`config.mk`:
```
export PLATFORM = sky130hd
export DESIGN_NAME = fetch_queue
export DESIGN_NICKNAME = d
export VERILOG_FILES = /design/src/rtl/fetch_queue.sv
export SDC_FILE = /design/constraint.sdc
export NUM_CORES = 1
export LEC_CHECK = 0
export BUFFER_PORTS_ARGS = -buffer_cell sky130_fd_sc_hd__clkbuf_2
export CORE_MARGIN = 2
export CORE_UTILIZATION = 30
export CTS_CLUSTER_DIAMETER = 120
export DETAILED_ROUTE_END_ITERATION = 6
export GPL_ROUTABILITY_DRIVEN = 0
export PLACE_DENSITY_LB_ADDON = 0.2
export SKIP_CTS_REPAIR_TIMING = 1
export SYNTH_ARGS = -nofsm -noshare
export SYNTH_HDL_FRONTEND = slang
export SYNTH_SLANG_ARGS = --single-unit
```
`constraint.sdc`:
```
create_clock -name clk -period 15.8 [get_ports clk]
set_input_delay 0.79 -clock clk [delete_from_list [all_inputs] [get_ports clk]]
set_output_delay 0.79 -clock clk [all_outputs]
set_load 0.005 [all_outputs]
```
`src/rtl/fetch_queue.sv`:
```
// fetch_queue: instruction fetch buffer between the PC register and decode.
// It issues one read per cycle to a synchronous instruction memory while it
// has free space. Each returned {pc, instruction} pair is written into a small
// circular FIFO, and decode drains the FIFO over a valid/ready handshake.
// A branch redirect (flush) discards buffered entries and the in-flight fetch.

module fetch_queue #(
    parameter int DEPTH = 4,
    parameter int AW    = 32,
    parameter int DW    = 32
) (
    input  logic                     clk,
    input  logic                     rst,
    input  logic [AW-1:0]            pc_in,
    output logic                     pc_en,
    input  logic                     flush,
    output logic [AW-1:0]            imem_addr,
    output logic                     imem_rd_en,
    input  logic [DW-1:0]            imem_rdata,
    output logic                     out_valid,
    input  logic                     out_ready,
    output logic [DW-1:0]            out_instr,
    output logic [AW-1:0]            out_pc,
    output logic [$clog2(DEPTH):0]   count
);

    localparam int PW = $clog2(DEPTH);
    localparam int CW = PW + 1;

    // Extra bit so that count + inflight cannot wrap when the FIFO is full.
    localparam logic [CW:0] DEPTH_C = (CW + 1)'(DEPTH);

    logic [CW-1:0] count_q;
    logic [PW-1:0] wr_ptr;
    logic [PW-1:0] rd_ptr;
    logic          inflight;
    logic [AW-1:0] inflight_pc;

    logic [AW-1:0] mem_pc    [DEPTH];
    logic [DW-1:0] mem_instr [DEPTH];

    logic [CW:0]   reserved;
    logic          has_credit;
    logic          push;
    logic          pop;

    // Credit check and handshake qualifiers; flush overrides everything.
    always_comb begin
        reserved   = {1'b0, count_q} + (CW + 1)'(inflight);
        has_credit = (reserved < DEPTH_C);
        push       = inflight & ~flush;
        pop        = (count_q != '0) & out_ready & ~flush;
    end

    // Issue side: request the current PC while space is reserved.
    // pc_en also covers the redirect load of the PC register.
    always_comb begin
        imem_addr  = pc_in;
        imem_rd_en = rst & ~flush & has_credit;
        pc_en      = rst & (imem_rd_en | flush);
    end

    // Track the single outstanding read and the PC it was issued for.
    always_ff @(posedge clk) begin
        if (!rst) begin
            inflight    <= 1'b0;
            inflight_pc <= '0;
        end else begin
            inflight    <= imem_rd_en;
            inflight_pc <= pc_in;
        end
    end

    // FIFO pointers and occupancy.
    always_ff @(posedge clk) begin
        if (!rst) begin
            wr_ptr  <= '0;
            rd_ptr  <= '0;
            count_q <= '0;
        end else if (flush) begin
            wr_ptr  <= '0;
            rd_ptr  <= '0;
            count_q <= '0;
        end else begin
            if (push) begin
                wr_ptr <= wr_ptr + 1'b1;
            end
            if (pop) begin
                rd_ptr <= rd_ptr + 1'b1;
            end
            case ({push, pop})
                2'b10:   count_q <= count_q + 1'b1;
                2'b01:   count_q <= count_q - 1'b1;
                default: count_q <= count_q;
            endcase
        end
    end

    // FIFO storage. Flush only moves the pointers and leaves the contents in
    // place, so an empty queue keeps showing whatever slot 0 last held.
    always_ff @(posedge clk) begin
        if (!rst) begin
            for (int i = 0; i < DEPTH; i++) begin
                mem_pc[i]    <= '0;
                mem_instr[i] <= '0;
            end
        end else if (push) begin
            mem_pc[wr_ptr]    <= inflight_pc;
            mem_instr[wr_ptr] <= imem_rdata;
        end
    end

    // Decode-facing outputs. They are forced to zero while reset is held,
    // because storage is only cleared at the reset edge.
    always_comb begin
        out_valid = rst & (count_q != '0);
        out_instr = rst ? mem_instr[rd_ptr] : '0;
        out_pc    = rst ? mem_pc[rd_ptr] : '0;
        count     = rst ? count_q : '0;
    end

endmodule

```
# Yosys cells after proc, flatten, opt, wreduce, memory -nomap -nowiden
# Memories as Yosys holds them, arrays and structs flattened. A register that Yosys moved wholly into a read port is not among the register bits.
# Index checks and enable logic that the tools add are counted.
[totals]
regBits = 40
latch_bits = 0
mem_bits_rw = 256
rom_bits = 0
inputBits = 68
output_inout_bits = 102
wordCells = 48
memories = 2
[memory_table]
columns = ["name", "depth", "width", "read_ports", "rd_ports_with_merged_regs", "write_ports", "line", "source"]
rows = [
  ["mem_instr", 4, 32, 1, 1, 4, "40", "logic [DW-1:0] mem_instr [DEPTH];"],
  ["mem_pc", 4, 32, 1, 1, 4, "39", "logic [AW-1:0] mem_pc [DEPTH];"],
]
[classes]
add_sub_neg = 5
n_mul = 0
div = 0
order_cmp = 1
eq_ne = 2
shifts = 0
n_mux = 18
bitwise_logic = 10
reduce_logical = 5
[ops]
columns = ["cell", "count"]
rows = [
  ["$mux 32", 4],
  ["$reduce_or 32->1", 2],
  ["$mux 2", 6],
  ["$and 1x1->1", 7],
  ["$mux 1", 6],
  ["$pmux 3 s2", 1],
  ["$add 2x1->2 const B", 2],
  ["$add 3x1->4", 1],
  ["$lt 4x3->1 const B", 1],
  ["$add 3x1->3 const B", 1],
  ["$mux 3", 1],
  ["$reduce_bool 3->1", 1],
  ["$sub 3x1->3 const B", 1],
  ["$eq 2x1->1 const B", 1],
  ["$eq 2x2->1 const B", 1],
  ["$not 1->1", 2],
  ["$reduce_bool 2->1", 1],
  ["$reduce_or 2->1", 1],
  ["$or 1x1->1", 1],
]

# Depth between registers and ports, before layout
# Gate-level depths: netlist of run 1.
[logic_depth]
depth_word = 7
ltp_mapped = 8
mapped_depth_nobuf = 8

# Worst setup path before layout of run 1
# Ideal clock, no wire load.
[synth_timing]
path_kind = "in2reg"
start = "input flush"
end = "memory mem_instr[1][0], enable pin"
setup_time_ps = 574
arrival_ps = 5469
required_time_ps = 15226
path_slack_ps = 9756
cell_stages = 3
n_path_buf = 0
path_cell_list = "inv_1 nand2_1 o21ai_0"
[synth_rtl]
columns = ["element", "line", "source"]
rows = [
  ["start: declaration", "16", "input logic flush,"],
  ["end: declaration", "40", ""],
]

==> summary.txt, run 1 <==
Status
  • Result of the run: finished, final reports clean

Final layout
  • Area Growth Syn to Fin: 17.4%
  • Share of final-layout standard cells stronger than drive strength 1: 29.9%
  • # fillers: 4237
  • Top library cells by usage in the layout, fill and taps aside: sky130_fd_sc_hd__and2_1, sky130_fd_sc_hd__edfxtp_1, sky130_fd_sc_hd__clkbuf_2, sky130_fd_sc_hd__mux4_2, sky130_fd_sc_hd__dfxtp_1
  • Number of nets in the finished design: between 1000 and 1500
  • Post-layout util: 35.7%
  • Most frequent standard cell in the layout excluding fill and tap cells: sky130_fd_sc_hd__and2_1
  • Inserted Diodes: 0

Global route
  • Gr usage total: around 14%
  • Wire length of the first global-routing pass: 47.2 mm
  • Global-route congestion overflow total: 0
  • Vias in the first global route: between 7000 and 8000
  • Pin count of the biggest net entering global routing: 85
  • Antenna violations before repair: 0

Synthesis
  • Sequential-to-total area share from yosys stat: 65.1%
  • Flip-flop cell with the highest count after synthesis: sky130_fd_sc_hd__edfxtp_1
  • Number of cells produced by synthesis: 848
  • Warning count from the yosys run: 0
  • Net count after synthesis: ~920
  • Library cells used by synthesis: 32
  • Synth area leader: sky130_fd_sc_hd__edfxtp_1
  • Syn avg cell area: 15.4 µm²
  • Top-area cell type share of the netlist area: around 59%
  • FF+latch count, synth: 298
  • Cell area after technology mapping: approximately 13000 µm²
  • Number of synthesized flops with an enable pin: 256
  • Post-synthesis async set-or-reset flop share: 0%
  • Largest cells by area after synthesis: sky130_fd_sc_hd__edfxtp_1, sky130_fd_sc_hd__and2_1, sky130_fd_sc_hd__mux4_2

STA
  • Final worst path period share: 24.2%
  • Worst slew margin: 34.3%
  • Period minus WS final: 3.83 ns
  • Final total negative setup slack: 0 ns
  • Skew final: around 0.022 ns
  • Final Slew Violations: 0
  • Unrepaired setup endpoints after global routing: no
  • Number of hold violations in the final report: 0
  • Max Clock Freq: 261 MHz
  • Final setup violation count: 0
  • Slew at the pin with the worst max-slew slack: 0.986 ns

Clock network
  • Worst-Skew Late Latency: 0.53 ns
  • Clock tree from TritonCTS: done
  • Clock edge transition at the registers on the reported setup and hold paths: approximately 0.050 ns
  • Maximum clock insertion buffer count: 3
  • Library cell used as clock root buffer: sky130_fd_sc_hd__clkbuf_16
  • CTS sink cnt: 298
  • CTS H-tree depth: 2
  • Num CTS Buffers: 36

Detailed routing
  • Total via count in the routed design: 6920
  • Via/cell ratio: roughly 4.3
  • Number of optimization iterations in the first detailed-route pass: 6
  • Total DRC errors in the routed layout: 0
  • Post-detailed-route wirelength per cell: between 15 and 20 µm
  • Total wirelength of the detailed-routed design: 31.1 mm
  • Number of nets still failing antenna checks after routing: 0
  • Violation count after the first detailed-route iteration: 392

Pwr
  • P per Cell Area: 115 nW/µm²
  • Clock power share: approximately 45%
  • Gate power share: 4.8%
  • Maximum ir drop on the vdd rail: 0.0000570 V
  • Switching pwr: 0.382 mW
  • Overall power of the completed layout: 1.76 mW
  • Leak Pwr: approximately 6 nW
  • Fraction of power spent switching nets: 21.7%
  • Seq pwr share: between 50% and 60%
  • Internal portion of total power: 1.38 mW

Min path
  • Class of the worst hold path: primary input to flop
  • Worst min-delay path endpoint: inflight_pc[20]
  • Hold path startpoint: pc_in[20]
  • Hold depth: 2

Die
  • X dimension of the die: roughly 210 µm
  • Core Rows: 76
  • Number of ports placed on the die boundary: 170
  • Vertical extent of the die: 213 µm
  • Die Area: 45300 µm²
  • Core area: 43100 µm²
  • Initial core utilization: 30.4%

Place
  • # port buffers: 169
  • Detailed placer's ending HPWL: 16.9 mm

Setup path
  • Cells on worst reg2reg path: 3
  • FF-to-FF setup slack: 12.97 ns
  • Arrival time of the worst setup path: 3.04 ns
  • Worst reg2reg startpoint: inflight
  • Critical register-to-register path endpoint: mem_instr[3][23]
  • CP Launch Type: flop
  • Sort of element at the end of the critical path: output port
  • Required time at the worst-slack endpoint: roughly 15 ns
  • Crit Path Class: flop to output port
  • Biggest fanout along the worst timing path: 35

Run
  • Max-capacitance violation count: 0
==> routing by layer <==
metal | vias up | track usage [%] | routed length, µm
met2 | 128 | 24.5 | 15600
met4 | 0 | 3.69 | 550
met1 | 3505 | 18.5 | 13900
met5 | - | 0 | 0
met3 | 39 | 2.12 | 978
li1 | 3248 | - | -
==> worst max-delay path, stage by stage, from the launching register on <==
cell	delay, ns
sky130_fd_sc_hd__dfxtp_4	0.79
sky130_fd_sc_hd__buf_4	0.74
sky130_fd_sc_hd__mux4_1	0.68
sky130_fd_sc_hd__and2_1	0.18
sky130_fd_sc_hd__clkbuf_2	0.10
==> power by group through the flow <==
| stage | logic, mW | registers [mW] | clock network (mW) |
|---|---|---|---|
| 2_1_floorplan | 0.0489 | 0.910 | 0 |
| 3_3_place_gp | 0.0885 | 0.910 | 0 |
| 3_5_place_dp | 0.0886 | 0.911 | 0 |
| 4_1_cts | 0.0887 | 0.894 | 0.811 |
| 5_1_grt | 0.0944 | 0.897 | 0.844 |
| 6_report | 0.0845 | 0.894 | 0.786 |
==> Yosys cell counts, types with 5 or more instances <==
cell type and number:
sky130_fd_sc_hd__and2_1 355, sky130_fd_sc_hd__buf_12 6, sky130_fd_sc_hd__buf_2 8, sky130_fd_sc_hd__buf_4 33
sky130_fd_sc_hd__clkbuf_1 18, sky130_fd_sc_hd__clkbuf_2 18, sky130_fd_sc_hd__dfxtp_1 42, sky130_fd_sc_hd__edfxtp_1 256
sky130_fd_sc_hd__mux4_2 60, sky130_fd_sc_hd__nor2_1 9, sky130_fd_sc_hd__xor2_1 5
==> stage by stage <==
| stage | cells | hold slack, ns | worst slack [ns] | area, µm² |
|---|---|---|---|---|
| 2_1_floorplan | 848 | 0.485 | 9.76 | 13100 |
| 3_3_place_gp | 1529 | 0.523 | 12.01 | 14200 |
| 3_5_place_dp | 1529 | 0.528 | 11.97 | 14200 |
| 4_1_cts | 1594 | 0.456 | 11.82 | 15400 |
| 5_1_grt | 1594 | 0.475 | 11.70 | 15400 |
| 6_report | 1594 | 0.482 | 11.97 | 15400 |
==> sequential cells by signal, indices dropped and copies added, names as in the netlist, named ones only <==
| name | count |
|---|---|
| count_q | 3 |
| rd_ptr | 2 |
| mem_instr | 128 |
| wr_ptr | 2 |
| inflight_pc | 32 |
| mem_pc | 128 |
| inflight | 1 |
==> cells by family after synthesis <==
family / share of synthesized area (%)
XOR/XNOR: 0.401
AND/OR/NAND/NOR: 18.1
AO/OA/AOI/OAI: 0.526
multiplexers: 11.1
buffers and inverters: 4.52
flip-flops: 65.1
adder cells (fa/ha/maj): 0.248
==> cell type report <==
| type | instances | area (µm²) | share of cell area [%] |
|---|---|---|---|
| Clock inverter | 16 | 138 | 0.895 |
| Tap cell | 585 | 732 | 4.76 |
| Inverter | 4 | 15.0 | 0.0976 |
| Timing Repair Buffer | 180 | 931 | 6.05 |
| Clock buffer | 49 | 1000 | 6.50 |
| Sequential cell | 298 | 8540 | 55.5 |
| Multi-Input combinational cell | 462 | 4030 | 26.2 |
==> how the worst max path moves through the flow <==
stage,startpoint,endpoint,slack (ns),cells past startpoint
final,flop,out_pc[19],11.97,4
after global routing,flop,out_pc[19],11.70,4
after CTS,flop,out_pc[19],11.82,4
after detailed placement,rst,mem_instr[0][29],11.97,6
after global placement,rst,mem_instr[0][29],12.01,6
after floorplan,flush,mem_instr[1][0],9.76,3
Power figures use the tool's default switching activity.
==> inputs of run 2 (changes only) <==
clock period = 3.55 ns   (was 15.8 ns; I/O delays follow)
==> run 2 against run 1 <==
The flow now finishes with violations (hold timing). Wire length grew 2.8%. Sequential share of layout area decreased by 2.1 points. Die area is the same. Count of clock-buffer cells in the layout down 2. Via count is 4.7% higher. Global-route usage is 0.058 points higher. Clock power grew to 4.2 times the previous value. Clock skew decreased by 0.0095 ns. First-iteration DRC count grew 4.1%. Critical endpoint is now out_instr[13].
==> summary.txt, run 2 (synthesis results as in run 1) <==
Status
  • Result of the run: finished, violations left (was finished, final reports clean)
  • Failing checks: hold timing

Clock network
  • CTS H-tree depth: 2 (unchanged)
  • CTS sink cnt: 298 (unchanged)
  • Worst-Skew Late Latency: 0.51 ns (was 0.53 ns)
  • Library cell used as clock root buffer: sky130_fd_sc_hd__clkbuf_16 (unchanged)
  • Clock tree from TritonCTS: done (unchanged)
  • Maximum clock insertion buffer count: 3 (unchanged)
  • Num CTS Buffers: 35 (was 36)
  • Clock edge transition at the registers on the reported setup and hold paths: 0.06 ns (was 0.05 ns)

Setup path
  • Worst reg2reg startpoint: inflight (unchanged)
  • Biggest fanout along the worst timing path: 22 (was 35)
  • Crit Path Class: flop to output port (unchanged)
  • Arrival time of the worst setup path: 2.51 ns (was 3.04 ns)
  • Sort of element at the end of the critical path: output port (unchanged)
  • CP Launch Type: flop (unchanged)
  • Cells on worst reg2reg path: 3 (unchanged)
  • Required time at the worst-slack endpoint: 3.37 ns (was 15.01 ns)
  • FF-to-FF setup slack: 1.43 ns (was 12.97 ns)
  • Critical register-to-register path endpoint: mem_instr[3][9] (was mem_instr[3][23])

Detailed routing
  • Total via count in the routed design: 7247 (was 6920)
  • Number of nets still failing antenna checks after routing: 0 (unchanged)
  • Total wirelength of the detailed-routed design: 32.0 mm (was 31.1 mm)
  • Number of optimization iterations in the first detailed-route pass: 4 (was 6)
  • Violation count after the first detailed-route iteration: 408 (was 392)
  • Post-detailed-route wirelength per cell: 19.3 µm (was 19.5 µm)
  • Via/cell ratio: 4.38 (was 4.34)
  • Total DRC errors in the routed layout: 0 (unchanged)

Die
  • Vertical extent of the die: 213 µm (unchanged)
  • Core Rows: 76 (unchanged)
  • Number of ports placed on the die boundary: 170 (unchanged)
  • Core area: 43100 µm² (unchanged)
  • Die Area: 45300 µm² (unchanged)
  • X dimension of the die: 213 µm (unchanged)
  • Initial core utilization: 30.4% (unchanged)

STA
  • Final WS setup: 0.863 ns (was 11.97 ns)
  • Period minus WS final: 2.69 ns
  • Number of hold violations in the final report: 3 (was 0)
  • Final total negative setup slack: 0 ns (unchanged)
  • Unrepaired setup endpoints after global routing: no (unchanged)
  • Final worst path period share: 75.7%
  • Skew final: 0.0123 ns (was 0.0217 ns)
  • Post-Route Hold Slack: -0.00176 ns (was 0.482 ns)
  • Final setup violation count: 0 (unchanged)
  • Max Clock Freq: 372 MHz
  • Slew at the pin with the worst max-slew slack: 0.755 ns (was 0.986 ns)
  • Worst slew margin: 49.7% (was 34.3%)
  • Final Slew Violations: 0 (unchanged)

Final layout
  • Number of nets in the finished design: 1117 (was 1052)
  • Most frequent standard cell in the layout excluding fill and tap cells: sky130_fd_sc_hd__and2_1 (unchanged)
  • # fillers: 4164 (was 4237)
  • Top library cells by usage in the layout, fill and taps aside: sky130_fd_sc_hd__and2_1, sky130_fd_sc_hd__edfxtp_1, sky130_fd_sc_hd__clkbuf_2, sky130_fd_sc_hd__mux4_2, sky130_fd_sc_hd__dlygate4sd3_1 (was sky130_fd_sc_hd__and2_1, sky130_fd_sc_hd__edfxtp_1, sky130_fd_sc_hd__clkbuf_2, sky130_fd_sc_hd__mux4_2, sky130_fd_sc_hd__dfxtp_1)
  • Top flop regs: mem_instr (128), mem_pc (128), inflight_pc (32) (unchanged)
  • Share of final-layout standard cells stronger than drive strength 1: 28.8% (was 29.9%)
  • Post-layout util: 37.1% (was 35.7%)
  • Inserted Diodes: 0 (unchanged)
  • Layout Cell Area excl Fill: 16000 µm² (was 15400 µm²)
  • Area Growth Syn to Fin: 22.0% (was 17.4%)
  • Post-Layout Cell Count: 1656 (was 1594)

Global route
  • Global-route congestion overflow total: 0 (unchanged)
  • Gr usage total: 14.2% (was 14.1%)
  • Wire length of the first global-routing pass: 47.3 mm (was 47.2 mm)
  • Vias in the first global route: 7403 (was 7629)
  • Pin count of the biggest net entering global routing: 65 (was 85)
  • Antenna violations before repair: 1 (was 0)

Place
  • Post-place setup slack: 1.22 ns (was 11.97 ns)
  • # port buffers: 169 (unchanged)
  • Number of placed instances, taps included: 1540 (was 1529)
  • Detailed placer's ending HPWL: 18.1 mm (was 16.9 mm)
  • Placed standard-cell area: 14400 µm² (was 14200 µm²)

Pwr
  • Leak Pwr: 6.10 nW (was 5.83 nW)
  • P per Cell Area: 483 nW/µm² (was 115 nW/µm²)
  • Maximum ir drop on the vdd rail: 0.000234 V (was 0.0000570 V)
  • Overall power of the completed layout: 7.72 mW (was 1.76 mW)

Min path
  • Class of the worst hold path: primary input to flop (unchanged)
  • Hold depth: 2 (unchanged)
  • Hold path startpoint: imem_rdata[7] (was pc_in[20])
  • Worst min-delay path endpoint: mem_instr[2][7] (was inflight_pc[20])

Run
  • Max-capacitance violation count: 0 (unchanged)
## run 2: cell types whose count changed in the layout (fill, tap and decap cells not counted), sizes merged
cell	delta
clkbuf	-2
clkinvlp	-1
buf	+11
dlygate4sd3	+55
bufinv	-1
## run 2: layer usage
layer / up-vias / track usage (%) / share of wire [%]
li1: 3384 / - / -
met1: 3683 / 18.5 / 44
met2: 139 / 24.4 / 51
met3: 39 / 2.52 / 4.0
met4: 2 / 3.62 / 1.5
met5: - / 0 / 0.034
## run 2: layout make-up
class                   count  area (µm²)  share of cell area, %
flip-flops and latches    298        8540                   53.4
multi-input cells         462        4030                   25.2
repair buffers            246        1640                   10.3
clock buffers              47         973                   6.09
well taps                 585         732                   4.58
clock inverters            14        62.6                  0.391
inverters                   4        15.0                 0.0939
## run 2: worst max path at each step
stage          slack (ns)  depth (start not counted)          endpoint
6_report             0.86                          4     out_instr[13]
5_1_grt              0.65                          4        out_pc[24]
4_1_cts              0.74                          4     out_instr[13]
3_5_place_dp         1.22                          5  mem_instr[0][28]
3_3_place_gp         1.24                          5     mem_pc[0][26]
2_1_floorplan       -0.39                          2   mem_instr[1][0]
## run 2: critical path, stage by stage, from the launching register on
cell and delay (ns):
sky130_fd_sc_hd__dfxtp_4 0.68, sky130_fd_sc_hd__buf_4 0.44, sky130_fd_sc_hd__mux4_2 0.56, sky130_fd_sc_hd__and2_1 0.19, sky130_fd_sc_hd__clkbuf_2 0.11
## run 2: where the power goes
part	switching [mW]	internal [mW]	total, mW
logic	0.229	0.209	0.438
clock network	1.38	1.92	3.30
registers	0.0483	3.93	3.98
total	1.66	6.06	7.72
==> inputs of run 3 (changes only) <==
clock period = 2.4 ns   (was 3.55 ns; I/O delays follow)
==> run 3 against run 2 <==
The flow still finishes with violations (hold timing). Combinational power is 55% higher. Register-to-register slack worse by 1.0 ns. Critical path type unchanged. Wire length down 1.8%. Cell area grew 2.4%.
==> summary.txt, run 3 (synthesis results as in run 1) <==
Min path
  • Hold path startpoint: out_ready (was imem_rdata[7])
  • Class of the worst hold path: primary input to flop (unchanged)
  • Hold depth: 4 (was 2)

STA
  • Skew final: 0.0203 ns (was 0.0123 ns)
  • Final WS setup: 0.131 ns (was 0.863 ns)
  • Final worst path period share: a little over nine tenths
  • Worst slew margin: 46.9% (was 49.7%)
  • Final setup violation count: 0 (unchanged)
  • Unrepaired setup endpoints after global routing: no (unchanged)
  • Period minus WS final: 2.27 ns
  • Max Clock Freq: 441 MHz
  • Final Slew Violations: 0 (unchanged)
  • Slew at the pin with the worst max-slew slack: 0.796 ns (was 0.755 ns)
  • Number of hold violations in the final report: 2 (was 3)
  • Post-Route Hold Slack: -0.0369 ns (was -0.00176 ns)
  • Final total negative setup slack: 0 ns (unchanged)

Global route
  • Wire length of the first global-routing pass: 46.3 mm (was 47.3 mm)
  • Global-route congestion overflow total: 0 (unchanged)
  • Antenna violations before repair: 0 (was 1)
  • Pin count of the biggest net entering global routing: 65 (unchanged)
  • Vias in the first global route: 7546 (was 7403)
  • Gr usage total: 14.0% (was 14.2%)

Detailed routing
  • Post-detailed-route wirelength per cell: 18.7 µm (was 19.3 µm)
  • Number of optimization iterations in the first detailed-route pass: 4 (unchanged)
  • Number of nets still failing antenna checks after routing: 0 (unchanged)
  • Total wirelength of the detailed-routed design: 31.4 mm (was 32.0 mm)
  • Via/cell ratio: 4.32 (was 4.38)
  • Total via count in the routed design: 7229 (was 7247)
  • Total DRC errors in the routed layout: 0 (unchanged)
  • Violation count after the first detailed-route iteration: 437 (was 408)

Place
  • Detailed placer's ending HPWL: 17.8 mm (was 18.1 mm)
  • Number of placed instances, taps included: 1543 (was 1540)
  • # port buffers: 169 (unchanged)
  • Post-place setup slack: 0.429 ns (was 1.22 ns)

Clock network
  • Clock tree from TritonCTS: done (unchanged)
  • Maximum clock insertion buffer count: 3 (unchanged)
  • CTS H-tree depth: 2 (unchanged)
  • Library cell used as clock root buffer: sky130_fd_sc_hd__clkbuf_16 (unchanged)
  • CTS sink cnt: 298 (unchanged)
  • Clock edge transition at the registers on the reported setup and hold paths: 0.06 ns (about the same)
  • Worst-Skew Late Latency: 0.54 ns (was 0.51 ns)
  • Num CTS Buffers: 37 (was 35)

Die
  • Core area: 43100 µm² (unchanged)
  • Number of ports placed on the die boundary: 170 (unchanged)
  • Initial core utilization: 30.4% (unchanged)
  • Vertical extent of the die: 213 µm (unchanged)
  • Core Rows: 76 (unchanged)
  • Die Area: 45300 µm² (unchanged)
  • X dimension of the die: 213 µm (unchanged)

Status
  • Result of the run: finished, violations left (unchanged)
  • Failing checks: hold timing (unchanged)

Setup path
  • Worst reg2reg startpoint: count_q[0] (was inflight)
  • Required time at the worst-slack endpoint: 2.28 ns (was 3.37 ns)
  • Arrival time of the worst setup path: 2.15 ns (was 2.51 ns)
  • Crit Path Class: flop to output port (unchanged)
  • Sort of element at the end of the critical path: output port (unchanged)
  • CP Launch Type: flop (unchanged)
  • FF-to-FF setup slack: 0.38 ns (was 1.43 ns)
  • Cells on worst reg2reg path: 8 (was 3)
  • Critical register-to-register path endpoint: count_q[2] (was mem_instr[3][9])
  • Biggest fanout along the worst timing path: 20 (was 22)

Final layout
  • Top library cells by usage in the layout, fill and taps aside: sky130_fd_sc_hd__and2_1, sky130_fd_sc_hd__edfxtp_1, sky130_fd_sc_hd__clkbuf_2, sky130_fd_sc_hd__dlygate4sd3_1, sky130_fd_sc_hd__mux4_2 (was sky130_fd_sc_hd__and2_1, sky130_fd_sc_hd__edfxtp_1, sky130_fd_sc_hd__clkbuf_2, sky130_fd_sc_hd__mux4_2, sky130_fd_sc_hd__dlygate4sd3_1)
  • Number of nets in the finished design: 1131 (was 1117)
  • Post-layout util: 38.0% (was 37.1%)
  • # fillers: 4120 (was 4164)
  • Post-Layout Cell Count: 1675 (was 1656)
  • Share of final-layout standard cells stronger than drive strength 1: 29.6% (was 28.8%)
  • Most frequent standard cell in the layout excluding fill and tap cells: sky130_fd_sc_hd__and2_1 (unchanged)
  • Top flop regs: mem_instr (128), mem_pc (128), inflight_pc (32) (unchanged)
  • Area Growth Syn to Fin: 24.9% (was 22.0%)

Pwr
  • P per Cell Area: 744 nW/µm² (was 483 nW/µm²)
  • Maximum ir drop on the vdd rail: 0.000373 V (was 0.000234 V)
  • Overall power of the completed layout: 12.2 mW (was 7.72 mW)
  • Leak Pwr: 6.27 nW (was 6.10 nW)

Run
  • Max-capacitance violation count: 0 (unchanged)
==> run 3: cell count changes in the layout (fill, tap and decap cells not counted), sizes merged <==
cell / change
dlygate4sd3: +9
clkbuf: -5
clkinv: +5
bufinv: +4
buf: +3
clkinvlp: +1
diode: +1
inv: +1
==> run 3: worst max-delay path by stage <==
stage | from | end | slack [ns] | depth (start not counted)
after floorplan | inflight | mem_instr[3][0] | -0.36 | 2
after global placement | count_q[0] | count_q[2] | 0.43 | 8
after detailed placement | count_q[0] | count_q[2] | 0.43 | 8
after CTS | flop | out_instr[24] | 0.05 | 4
after global routing | flop | out_pc[19] | 0.03 | 4
final | flop | out_pc[1] | 0.13 | 4
==> run 3: stage by stage <==
step,area (µm²),hold WS [ns]
6_report,16400,-0.0369
5_1_grt,16400,0.000466
4_1_cts,15700,-0.235
3_5_place_dp,14500,0.349
3_3_place_gp,14500,0.341
2_1_floorplan,13100,0.247
==> run 3: final cells by class <==
cell class	instances	area, µm²	area share (%)
Multi-Input combinational cell	462	4030	24.6
Tap cell	585	732	4.47
Antenna cell	1	2.50	0.0153
Clock buffer	42	997	6.09
Sequential cell	298	8540	52.2
Timing Repair Buffer	258	1830	11.2
Clock inverter	25	229	1.40
Inverter	4	15.0	0.0918
==> run 3: power by group <==
group | internal, mW | total (mW) | leakage, nW | switching [mW]
sequential | 5.81 | 5.88 | 3.02 | 0.0675
combinational | 0.335 | 0.677 | 2.65 | 0.342
clock | 3.41 | 5.62 | 0.607 | 2.20
==> run 3: critical path: stages, from the launching register on <==
cell and delay (ns):
sky130_fd_sc_hd__dfxtp_4 0.60, sky130_fd_sc_hd__buf_4 0.33, sky130_fd_sc_hd__mux4_2 0.33, sky130_fd_sc_hd__and2_1 0.21
sky130_fd_sc_hd__clkbuf_2 0.12
==> run 3: routing by layer <==
layer / share of wire [%] / GRT usage (%) / vias up
met1: 44 / 18.2 / 3627
met3: 3.7 / 2.57 / 48
met4: 2.3 / 4.99 / 0
li1: - / - / 3412
met5: 0 / 0 / -
met2: 50 / 23.5 / 142
